File: src/rtl/reg_update_arbiter_if.sv
// Requester-side bus of reg_update_arbiter: enable, requests, burst locks, words,
// plus the grant and shared-register outputs.
interface reg_update_arbiter_if #(
  parameter int unsigned N_REQ = 4,
  parameter int unsigned DW    = 8
) ();
  localparam int unsigned SW = (N_REQ > 1) ? $clog2(N_REQ) : 1;

  logic                  en;
  logic [N_REQ-1:0]      req;
  logic [N_REQ-1:0]      lock;
  logic [N_REQ*DW-1:0]   wdata;
  logic [N_REQ-1:0]      gnt;
  logic [DW-1:0]         q;
  logic                  q_valid;
  logic [SW-1:0]         q_src;
  logic                  busy;

  modport master (
    output en, req, lock, wdata,
    input  gnt, q, q_valid, q_src, busy
  );

  modport slave (
    input  en, req, lock, wdata,
    output gnt, q, q_valid, q_src, busy
  );
endinterface

File: src/rtl/reg_update_arbiter.sv
// Round-robin arbiter with burst locking that sequences which requester loads the
// shared register q, with a post-reset hold-off window and a global enable.
module reg_update_arbiter #(
  parameter int unsigned N_REQ     = 4,
  parameter int unsigned DW        = 8,
  parameter int unsigned HOLDOFF   = 2,
  parameter int unsigned MAX_BURST = 4
) (
  input logic                 clk,
  input logic                 rst_n,
  reg_update_arbiter_if.slave bus
);

  localparam int unsigned PW  = (N_REQ > 1) ? $clog2(N_REQ) : 1;
  localparam int unsigned HCW = $clog2(HOLDOFF + 1);
  localparam int unsigned BCW = $clog2(MAX_BURST + 1);

  localparam logic [1:0] ST_HOLD  = 2'd0;
  localparam logic [1:0] ST_IDLE  = 2'd1;
  localparam logic [1:0] ST_GRANT = 2'd2;

  generate
    if (N_REQ < 2 || N_REQ > 8) begin : g_bad_n_req
      $error("reg_update_arbiter: N_REQ must be in 2..8");
    end
    if (HOLDOFF < 1) begin : g_bad_holdoff
      $error("reg_update_arbiter: HOLDOFF must be >= 1");
    end
    if (MAX_BURST < 1) begin : g_bad_max_burst
      $error("reg_update_arbiter: MAX_BURST must be >= 1");
    end
  endgenerate

  // First set bit of r scanning upward from start with wrap; returns {found, index}.
  function automatic logic [PW:0] rr_pick(input logic [N_REQ-1:0] r,
                                          input logic [PW-1:0]    start);
    logic          found;
    logic [PW-1:0] idx;
    int unsigned   k;
    found = 1'b0;
    idx   = '0;
    for (int unsigned i = 0; i < N_REQ; i++) begin
      k = 32'(start) + i;
      if (k >= N_REQ) k = k - N_REQ;
      if (!found && r[PW'(k)]) begin
        found = 1'b1;
        idx   = PW'(k);
      end
    end
    return {found, idx};
  endfunction

  logic [1:0]       state_q, state_d;
  logic [HCW-1:0]   hold_q, hold_d;
  logic [PW-1:0]    ptr_q, ptr_d;
  logic [PW-1:0]    owner_q, owner_d;
  logic [BCW-1:0]   burst_q, burst_d;
  logic [N_REQ-1:0] gnt_q, gnt_d;
  logic [DW-1:0]    q_q, q_d;
  logic             q_valid_q, q_valid_d;
  logic [PW-1:0]    q_src_q, q_src_d;
  logic             busy_q, busy_d;

  logic [DW-1:0]    words [N_REQ];
  logic [N_REQ-1:0] owner_mask;
  logic [PW-1:0]    next_ptr;
  logic [PW:0]      idle_pick;
  logic [PW:0]      rel_pick;
  logic             owner_req;
  logic             burst_cont;

  always_comb begin
    for (int unsigned i = 0; i < N_REQ; i++) begin
      words[i] = bus.wdata[i*DW +: DW];
    end
  end

  // Arbitration candidates: from the pointer when idle, past the owner on release.
  always_comb begin
    owner_mask = N_REQ'(1) << owner_q;
    next_ptr   = (owner_q == PW'(N_REQ - 1)) ? '0 : owner_q + PW'(1);
    idle_pick  = rr_pick(bus.req, ptr_q);
    rel_pick   = rr_pick(bus.req & ~owner_mask, next_ptr);
    owner_req  = bus.req[owner_q];
    burst_cont = owner_req && bus.lock[owner_q] && bus.en &&
                 (burst_q < BCW'(MAX_BURST - 1));
  end

  always_comb begin
    state_d   = state_q;
    hold_d    = hold_q;
    ptr_d     = ptr_q;
    owner_d   = owner_q;
    burst_d   = burst_q;
    gnt_d     = gnt_q;
    q_d       = q_q;
    q_valid_d = 1'b0;
    q_src_d   = q_src_q;

    case (state_q)
      ST_HOLD: begin
        gnt_d  = '0;
        hold_d = hold_q + HCW'(1);
        if (hold_q == HCW'(HOLDOFF - 1)) state_d = ST_IDLE;
      end

      ST_IDLE: begin
        gnt_d = '0;
        if (bus.en && idle_pick[PW]) begin
          owner_d = idle_pick[PW-1:0];
          gnt_d   = N_REQ'(1) << idle_pick[PW-1:0];
          burst_d = '0;
          state_d = ST_GRANT;
        end
      end

      ST_GRANT: begin
        if (owner_req) begin
          q_d       = words[owner_q];
          q_src_d   = owner_q;
          q_valid_d = 1'b1;
        end
        if (burst_cont) begin
          burst_d = burst_q + BCW'(1);
        end else begin
          // Release: the owner drops to lowest priority for this re-arbitration.
          ptr_d = next_ptr;
          if (bus.en && rel_pick[PW]) begin
            owner_d = rel_pick[PW-1:0];
            gnt_d   = N_REQ'(1) << rel_pick[PW-1:0];
            burst_d = '0;
          end else begin
            gnt_d   = '0;
            state_d = ST_IDLE;
          end
        end
      end

      default: begin
        gnt_d   = '0;
        state_d = ST_HOLD;
        hold_d  = '0;
      end
    endcase

    busy_d = (state_d == ST_GRANT);
  end

  always_ff @(posedge clk or negedge rst_n) begin
    if (!rst_n) begin
      state_q   <= ST_HOLD;
      hold_q    <= '0;
      ptr_q     <= '0;
      owner_q   <= '0;
      burst_q   <= '0;
      gnt_q     <= '0;
      q_q       <= '0;
      q_valid_q <= 1'b0;
      q_src_q   <= '0;
      busy_q    <= 1'b0;
    end else begin
      state_q   <= state_d;
      hold_q    <= hold_d;
      ptr_q     <= ptr_d;
      owner_q   <= owner_d;
      burst_q   <= burst_d;
      gnt_q     <= gnt_d;
      q_q       <= q_d;
      q_valid_q <= q_valid_d;
      q_src_q   <= q_src_d;
      busy_q    <= busy_d;
    end
  end

  assign bus.gnt     = gnt_q;
  assign bus.q       = q_q;
  assign bus.q_valid = q_valid_q;
  assign bus.q_src   = q_src_q;
  assign bus.busy    = busy_q;

endmodule

File: src/flat_wrapper.sv
// flat-port wrapper written by rule: the top's interface ports become plain ports
module reg_update_arbiter_flat 
#(
  parameter int unsigned N_REQ     = 4,
  parameter int unsigned DW        = 8,
  parameter int unsigned HOLDOFF   = 2,
  parameter int unsigned MAX_BURST = 4
)
  (clk, rst_n, bus_en, bus_req, bus_lock, bus_wdata, bus_gnt, bus_q, bus_q_valid, bus_q_src, bus_busy);
  reg_update_arbiter_if #(.N_REQ(N_REQ), .DW(DW)) bus_i ();
  input logic clk;
  input logic rst_n;
  input wire logic [$bits(bus_i.en)-1:0] bus_en;
  input wire logic [$bits(bus_i.req)-1:0] bus_req;
  input wire logic [$bits(bus_i.lock)-1:0] bus_lock;
  input wire logic [$bits(bus_i.wdata)-1:0] bus_wdata;
  output wire logic [$bits(bus_i.gnt)-1:0] bus_gnt;
  output wire logic [$bits(bus_i.q)-1:0] bus_q;
  output wire logic [$bits(bus_i.q_valid)-1:0] bus_q_valid;
  output wire logic [$bits(bus_i.q_src)-1:0] bus_q_src;
  output wire logic [$bits(bus_i.busy)-1:0] bus_busy;
  assign bus_i.en = bus_en;
  assign bus_i.req = bus_req;
  assign bus_i.lock = bus_lock;
  assign bus_i.wdata = bus_wdata;
  assign bus_gnt = bus_i.gnt;
  assign bus_q = bus_i.q;
  assign bus_q_valid = bus_i.q_valid;
  assign bus_q_src = bus_i.q_src;
  assign bus_busy = bus_i.busy;
  reg_update_arbiter #(.N_REQ(N_REQ), .DW(DW), .HOLDOFF(HOLDOFF), .MAX_BURST(MAX_BURST)) u_core (.clk(clk), .rst_n(rst_n), .bus(bus_i));
endmodule
File: config.mk
export PLATFORM = sky130hd
export DESIGN_NAME = reg_update_arbiter_flat
export DESIGN_NICKNAME = d
export VERILOG_FILES = /design/src/rtl/reg_update_arbiter_if.sv /design/src/rtl/reg_update_arbiter.sv /design/src/flat_wrapper.sv
export SDC_FILE = /design/constraint.sdc
export NUM_CORES = 1
export LEC_CHECK = 0
export CAP_MARGIN = 20
export CORE_MARGIN = 5
export CORE_UTILIZATION = 50
export CTS_CLUSTER_DIAMETER = 200
export DETAILED_ROUTE_END_ITERATION = 8
export HOLD_SLACK_MARGIN = 0.15
export PLACE_DENSITY = 0.85
export SYNTH_ARGS = -nofsm -noshare
export SYNTH_HDL_FRONTEND = slang
export SYNTH_SLANG_ARGS = --single-unit
File: constraint.sdc
create_clock -name clk -period 4.4 [get_ports clk]
set_input_delay 0.44 -clock clk [delete_from_list [all_inputs] [get_ports clk]]
set_output_delay 0.44 -clock clk [all_outputs]
set_load 0.01 [all_outputs]
Word-level counts from Yosys, hierarchy flattened
Index checks and enable logic that the tools add are counted.
- register bits: 27
- output and inout port bits: 16
- logic and storage cells: 154
- reduce and logical (&&, ||, !) cells: 24
- multiplexer cells: 68
- shift-type cells: 3
- add/subtract/negate cells: 17
- bitwise logic cells: 4
- order comparisons: 19
- equality and inequality tests: 9
- operator list (operator ; number):
    $mux 2 ; 24
    $lt 2x3->1 const B ; 9
    $ge 3x3->1 const B ; 7
    $bmux 1 s2 ; 10
    $mux 1 ; 20
    $bmux 8 s2 ; 1
    $mux 8 ; 2
    $sub 2x1->2 const B ; 8
    $add 2x2->3 const B ; 4
    $mux 4 ; 3
    $shl 1x2->4 const A ; 3
    $logic_and 1x1->1 ; 11
    $mux 3 ; 3
    $pmux 2 s2 ; 2
    $pmux 4 s2 ; 1
    $add 2x1->3 const B ; 2
    $eq 2x2->1 const B ; 3
    $ge 2x3->1 const B ; 2
    $logic_not 1->1 ; 6
    $pmux 2 s3 ; 1
    $pmux 3 s2 ; 1
    $add 2x1->2 const B ; 2
    $and 4x4->4 ; 1
    $eq 2x1->1 const B ; 2
    14 further kinds ; 16

Longest topological paths before layout
Gate-level depths: netlist of the first run.
- word-level depth: 21
- mapped depth: 9

Worst setup path after synthesis of the first run
No wires, ideal clock.
- path type: flip-flop to flip-flop
- start: reg u_core.owner_q[1]
- end: reg u_core.gnt_q[2], in the netlist u_core.bus.gnt[2]
- stages on the path, launching flop included: 10
- arrival time: 2262 ps
- path buffers: 2
- setup slack: 2012 ps
- required time: 4274 ps
- period minus slack after synthesis: 2388 ps
- cell sequence: dfrtp_1 -> buf_2 -> buf_1 -> inv_1 -> ha_1 -> and2b_1 -> o22ai_1 -> a221oi_1 -> nand2_1 -> a221o_1
- cells in the longest elaborated chain, start to end: 20
- elaborated cells on any way between the ends: 56
- those cells by class: 8 x add/sub; 4 x order compare; 2 x eq/ne; 2 x shift; 28 x mux; 2 x bitwise; 10 x reduce/logical
- RTL lines (what ; RTL line ; RTL):
    start: declaration ; reg_update_arbiter.sv:56 ; logic [PW-1:0] owner_q, owner_d;
    start signal: assignment ; reg_update_arbiter.sv:165 ; owner_q <= owner_d;
    branches (longest 20 deep; another with $add 2x1->3) ; n/a ;
    end signal: assignment ; reg_update_arbiter.sv:167 ; gnt_q <= gnt_d;
    end: declaration ; reg_update_arbiter.sv:58 ; logic [N_REQ-1:0] gnt_q, gnt_d;
Parallel ways; which one is timed is not known. The select of a mux whose other input is x is not followed.
A chain may end at the register's enable or synchronous reset.

Worst setup path after layout of the first run
- start: reg u_core.owner_q[0]
- end: reg u_core.owner_q[1]
- cells in the longest elaborated chain, start to end: 19
- elaborated cells on any way between the ends: 57
- those cells by class: 8 x add/sub; 4 x order compare; 3 x eq/ne; 1 x shift; 28 x mux; 2 x bitwise; 11 x reduce/logical
- RTL lines (what):
    branches (longest 19 deep; another with $add 2x1->3)
Parallel ways; which one is timed is not known. The select of a mux whose other input is x is not followed.

==> results of run 1 <==
-- final timing paths --
path | slack, ns | endpoint | depth (start not counted)
min in group asynchronous | 0.54 | u_core.state_q[0] | 2
max reg2reg | 1.67 | u_core.owner_q[1] | 6
min reg2reg | 0.51 | u_core.burst_q[2] | 1
max in group asynchronous | 3.60 | u_core.hold_q[1] | 2
min | 0.51 | u_core.burst_q[2] | 1
max | 1.67 | u_core.owner_q[1] | 6
-- layout make-up --
class	count	area, µm²
fill	291	1139
multi-input combinational	130	1112
sequential	27	675.6
timing repair buffer	60	595.6
tap	48	60.06
clock buffer	3	41.29
inverter	8	30.03
clock inverter	1	7.507
-- cell usage after synthesis, drive strengths merged --
cell type	number	share of area (%)
nor4	2	0.67
nand2b	6	2.0
a21oi	5	1.3
dfrtp	27	36
clkbuf	2	0.40
mux2i	6	3.2
or3	2	0.93
and4	1	0.47
nand3	5	1.3
o21ai	5	1.3
nand2	14	2.8
o2111ai	1	0.80
nor3	1	0.27
a211oi	2	0.80
o21bai	1	0.40
inv	8	1.6
buf	8	2.7
and3	2	0.93
and2	3	1.0
a311oi	1	0.47
o22ai	3	1.0
o31ai	1	0.40
and2b	1	0.40
nor2	9	1.8
a31o	1	0.47
mux2	12	7.2
or4b	1	0.53
a22o	2	0.93
a221oi	3	1.4
nor4b	1	0.47
mux4	9	11
o211ai	4	2.1
or4	3	1.2
a32oi	1	0.47
nor2b	6	2.0
nand4	1	0.33
a221o	2	1.1
nor3b	2	0.80
o221ai	1	0.47
ha	10	6.7
-- where the power goes --
| part | switching, mW | total (mW) | internal (mW) |
|---|---|---|---|
| Clock | 0.0799 | 0.144 | 0.0644 |
| Combinational | 0.366 | 0.808 | 0.442 |
| Sequential | 0.119 | 0.461 | 0.342 |
| Total | 0.565 | 1.41 | 0.848 |
-- routing by layer --
metal  routed length, µm  GRT usage [%]
met4                  38          4.175
met2                2490          34.08
met3                 251          2.665
met1                1868          24.44
met5                   0              0
-- kinds of logic after synthesis --
| logic type | after synthesis |
|---|---|
| compound gates | 33 |
| fa+ha+maj | 10 |
| flops | 27 |
| buf+inv | 18 |
| simple gates | 60 |
| mux | 27 |
-- stage by stage --
step	instances	setup slack [ns]
floorplan	175	2.012
global placement	273	1.737
detailed placement	273	1.703
CTS	277	1.669
global route	277	1.445
finish	277	1.674
-- sequential cells by signal (all words and copies together) (netlist names), 2 cells and up --
name,cells
u_core.bus.q,8
u_core.ptr_q,2
u_core.burst_q,3
u_core.bus.gnt,4
u_core.hold_q,2
u_core.bus.q_src,2
u_core.state_q,2
u_core.owner_q,2
-- worst max-delay path, stage by stage (launching register included) --
cell and delay [ns]:
dfrtp_1 0.90, ha_1 0.40, nor2b_1 0.09, or4_1 0.57, and2_1 0.21, o2111ai_2 0.24, mux2i_1 0.24
==> summary.txt, run 1 <==
Final layout
  • Share of cells above drive strength 1: between 10% and 20%
  • Commonest cells after routing, fill and taps aside: 58 x clkdlybuf4s50_1, 27 x dfrtp_1, 14 x nand2_1, 12 x mux2_2, 10 x ha_1
  • # diodes: 0
  • Commonest non-fill, non-tap cell in the layout: clkdlybuf4s50_1
  • Area growth from synthesis to layout: 34.40%
  • Fin area: 2522 µm²
  • Final core utilization: 68.90%
  • Nets: 283

Setup path
  • Crit. End Element: flop
  • Reg-to-reg startpoint: u_core.owner_q[0]
  • Worst Setup SP: u_core.owner_q[0]
  • Crit path arrival time: 2.92 ns
  • Crit path kind: reg2reg
  • Critical Path Start Type: flop
  • Data required, critical path: 4.60 ns
  • CP max FO: 20

Placed design
  • Global placement routability congestion: 0.8825
  • Port bufs: 58
  • Post-DP HPWL: between 3 and 4 mm
  • Post-DP Area: 2474 µm²

STA
  • Final setup viols: 0
  • Unrepaired setup endpoints after global routing: no
  • Fmax: 366.9 MHz
  • Worst Max-Slew Pin Slew: roughly 0.84 ns
  • Period utilization: about three fifths
  • Setup Skew: roughly 0.0018 ns
  • Setup TNS Final: 0 ns
  • Post-layout minimum cycle time: 2.726 ns
  • WHS: 0.5070 ns
  • Fin. Hold Viols: 0
  • Fin. max-slew vios: 0
  • Slew headroom: 44.17%

Worst hold path
  • Hold Crit Class: reg2reg
  • Hold wc startpoint: u_core.burst_q[2]

Detailed routing
  • Router iterations before antenna repair: 4
  • Residual DRC: 0
  • Iteration-0 DRC count of the detailed router: about 110
  • WL final: around 4.6 mm
  • Antenna viol nets, final: 0
  • Total number of vias: 1594
  • Vias per cell: 5.755
  • Routed length per instance: 16.78 µm

GRT
  • First-pass GRT wire length: 7.721 mm
  • Grt total ovfl: 0
  • Largest net degree at the start of global routing: 28
  • Initial antenna violation count: 0
  • Vias in the first global route: 1557
  • GRT Total Usage: 19.07%

Synth
  • YS warnings: 0
  • Simple-gate portion of the synthesized area: 17.93%
  • Post-Syn Area: ~1900 µm²
  • Netlist cell types: 45
  • Avg Inst Size Synth: 10.72 µm²
  • Mapped Cells: 175
  • Post-synthesis adder-cell area fraction: 6.667%
  • Mux cell area share after synthesis: 21.20%
  • Main combinational cell family by area after synthesis: multiplexers
  • Synth Area in Compound Gates: 13.47%
  • Mapped Nets: 228
  • XOR/XNOR Fraction of Synth Area: 0%
  • Yosys reg bits: 27
  • Register area share after synthesis: 36.00%

Clocking
  • TritonCTS clock tree: done
  • H-tree levels: 1
  • Total clock sinks: 27
  • Post-CTS Setup Inserts: 0
  • Hold Buf Count CTS: 0
  • Worst-skew pair later-pin latency: 0.27 ns
  • CTS buffer count: 3
  • Post-CTS Resized: 0
  • Root buffer cell: clkbuf_8
  • Clk pin slew, worst setup/hold paths: 0.09 ns
  • CTS max path bufs: 2

Floorplan
  • Cell Rows: 22
  • Die area: around 5000 µm²
  • Die span in y: slightly above 70 µm
  • I/O Pins: 59
  • Core area: 3661 µm²
  • Horiz. Die Dim: just over 70 µm
  • Initial Util: 51.26%

Power and ir drop
  • Leak: 1.034 nW
  • Tot Pwr: 1.413 mW
  • PwrDens: 560.2 nW/µm²
  • Peak supply drop: 0.0002719 V

Run
  • Max Cap Viol: 0

Outcome
  • Status: complete, no violations
(Power assumes the default switching activity.)
==> run 2: changes to the inputs <==
CORE_UTILIZATION = 47   (was 50)
PLACE_DENSITY = 0.81   (was 0.85)
clock period = 2.7 ns   (was 4.4 ns; I/O delays follow)
==> run 2 against run 1 <==
  * Total power is 65% higher
  * First-iteration DRC count is 7.4% lower
  * Combinational power is 75% higher
  * Worst setup slack worse by 1.3 ns
  * Critical path depth is 1 lower
  * Global-route usage is 0.46 points lower
  * Sequential power is 49% higher
  * Via count is 0.50% lower
  * Clock-buffer cell count stayed put
  * Critical endpoint is now u_core.bus.gnt[1]
==> summary.txt, run 2 (synthesis gave the netlist of run 1 again) <==
Outcome
  • Status: complete, no violations (unchanged)

Floorplan
  • Horiz. Die Dim: 73.19 µm (was 71.27 µm)
  • Core area: 3943 µm² (was 3661 µm²)
  • Die span in y: 73.19 µm (was 71.27 µm)
  • Die area: 5357 µm² (was 5079 µm²)
  • Initial Util: 47.60% (was 51.26%)
  • Cell Rows: 23 (was 22)
  • I/O Pins: 59 (unchanged)

STA
  • Slew headroom: 55.72% (was 44.17%)
  • Fin. Hold Viols: 0 (unchanged)
  • Fmax: 434.2 MHz (was 366.9 MHz)
  • Final setup viols: 0 (unchanged)
  • Fin. max-slew vios: 0 (unchanged)
  • Setup TNS Final: 0 ns (unchanged)
  • Setup Skew: 0.001346 ns (was 0.001811 ns)
  • Post-layout minimum cycle time: 2.303 ns (was 2.726 ns)
  • WHS: 0.3546 ns (was 0.5070 ns)
  • Period utilization: 85.29% (was 61.95%)
  • Worst Max-Slew Pin Slew: 0.6642 ns (was 0.8375 ns)
  • Unrepaired setup endpoints after global routing: no (unchanged)

Setup path
  • CP max FO: 12 (was 20)
  • Cells on worst reg2reg path: 5 (was 6)
  • Crit. End Element: flop (unchanged)
  • Reg2reg setup slack: 0.40 ns (was 1.67 ns)
  • Crit path arrival time: 2.50 ns (was 2.92 ns)
  • Worst r2r dst: u_core.bus.gnt[1] (was u_core.owner_q[1])
  • Critical Path Start Type: flop (unchanged)
  • Worst Setup SP: u_core.owner_q[0] (unchanged)
  • Setup crit end: u_core.bus.gnt[1] (was u_core.owner_q[1])
  • Reg-to-reg startpoint: u_core.owner_q[0] (unchanged)
  • Data required, critical path: 2.90 ns (was 4.60 ns)
  • Crit path kind: reg2reg (unchanged)

GRT
  • GRT Total Usage: 18.61% (was 19.07%)
  • First-pass GRT wire length: 7.665 mm (was 7.721 mm)
  • Vias in the first global route: 1568 (was 1557)
  • Largest net degree at the start of global routing: 28 (unchanged)
  • Grt total ovfl: 0 (unchanged)
  • Initial antenna violation count: 0 (unchanged)

Final layout
  • Max reg flops: 8 (unchanged)
  • Share of cells above drive strength 1: 15.88% (was 14.41%)
  • Nets: 287 (was 283)
  • Commonest cells after routing, fill and taps aside: 58 x clkdlybuf4s50_1, 27 x dfrtp_1, 14 x nand2_1, 12 x mux2_2, 10 x ha_1 (unchanged)
  • Commonest non-fill, non-tap cell in the layout: clkdlybuf4s50_1 (unchanged)
  • Area growth from synthesis to layout: 36.00% (was 34.40%)
  • # diodes: 0 (unchanged)

Power and ir drop
  • Peak supply drop: 0.0003671 V (was 0.0002719 V)
  • Power share of the clock group: 10.0% (was 10.2%)
  • Leak: 1.058 nW (was 1.034 nW)
  • PwrDens: 911.2 nW/µm² (was 560.2 nW/µm²)
  • Combinational share of power: 60.5% (was 57.2%)
  • Switching part of the total power: 39.50% (was 39.97%)
  • Internal Pwr Total: 1.407 mW (was 0.8483 mW)
  • Reg power frac: 29.5% (was 32.6%)
  • Sw Pwr: 0.9187 mW (was 0.5648 mW)

Clocking
  • Clk pin slew, worst setup/hold paths: 0.09 ns (about the same)
  • CTS max path bufs: 2 (unchanged)
  • TritonCTS clock tree: done (unchanged)
  • H-tree levels: 1 (unchanged)
  • Post-CTS Setup Inserts: 0 (unchanged)
  • Hold Buf Count CTS: 0 (unchanged)
  • Worst-skew pair later-pin latency: 0.27 ns (about the same)
  • CTS buffer count: 3 (unchanged)
  • Root buffer cell: clkbuf_8 (unchanged)
  • Total clock sinks: 27 (unchanged)
  • Post-CTS Resized: 0 (unchanged)

Detailed routing
  • Residual DRC: 0 (unchanged)
  • WL final: 4.620 mm (was 4.648 mm)
  • Antenna viol nets, final: 0 (unchanged)
  • Routed length per instance: 16.33 µm (was 16.78 µm)
  • Vias per cell: 5.604 (was 5.755)
  • Router iterations before antenna repair: 4 (unchanged)
  • Total number of vias: 1586 (was 1594)
  • Iteration-0 DRC count of the detailed router: 100 (was 108)

Placed design
  • Global placement routability congestion: 0.8969 (was 0.8825)
  • Port bufs: 58 (unchanged)
  • Post-DP HPWL: 3.778 mm (was 3.761 mm)

Worst hold path
  • Hold Crit Class: in2async (was reg2reg)

Run
  • Max Cap Viol: 0 (unchanged)
## run 2: changes by cell type in the layout (fill, tap and decap cells not counted), sizes merged
cell      delta
clkinvlp     -1
clkinv       +1
buf          +4
## run 2: stage by stage
step                instance area (µm²)  total power, mW  utilization (%)  cells  setup slack [ns]
finish                             2552            2.326            64.74    283            0.3971
global route                       2552            2.510            64.74    283            0.2873
CTS                                2552            2.338            64.74    283            0.3956
detailed placement                 2506            2.102            63.57    279            0.3085
global placement                   2506            2.074            63.57    279            0.3468
floorplan                          1877            1.634                -    175            0.3116
## run 2: worst min-delay path by stage
stage,startpoint,end,slack [ns]
final,rst_n,u_core.bus.busy,0.35
after global routing,rst_n,u_core.bus.busy,0.40
after global placement,u_core.hold_q[1],u_core.hold_q[1],0.47
after CTS,rst_n,u_core.hold_q[0],0.37
after floorplan,rst_n,u_core.burst_q[0],-0.03
after detailed placement,u_core.burst_q[2],u_core.burst_q[2],0.49
## run 2: critical path: stages, from the launching register on
cell and delay (ns):
dfrtp_1 0.53, buf_4 0.30, mux4_2 0.54, and3_4 0.23, or4b_1 0.56, o211ai_2 0.08
## run 2: power groups by stage
stage	sequential, mW	clock, mW	combinational [mW]
after floorplan	0.702	0	0.931
final	0.685	0.233	1.41
after global routing	0.705	0.248	1.56
after detailed placement	0.692	0	1.41
after global placement	0.687	0	1.39
after CTS	0.684	0.237	1.42
## run 2: cell type report
cell class,count,area (µm²)
Fill cell,319,1390
Multi-Input combinational cell,130,1112
Sequential cell,27,675.6
Timing Repair Buffer,64,625.6
Tap cell,50,62.56
Clock buffer,3,41.29
Inverter,8,30.03
Clock inverter,1,5.005
## run 2: per-layer routing
metal | vias to the layer above | share of wire, % | global-route usage, %
met2 | 38 | 53 | 32.77
li1 | 770 | - | -
met3 | 5 | 4.6 | 1.653
met5 | - | 0 | 0
met4 | 0 | 0.97 | 4.918
met1 | 773 | 42 | 24.33
==> run 3: changes to the inputs <==
HOLD_SLACK_MARGIN = 0.02   (was 0.15)
==> results of run 3 <==
Final layout, timing and power as in run 2 (identical DEF).
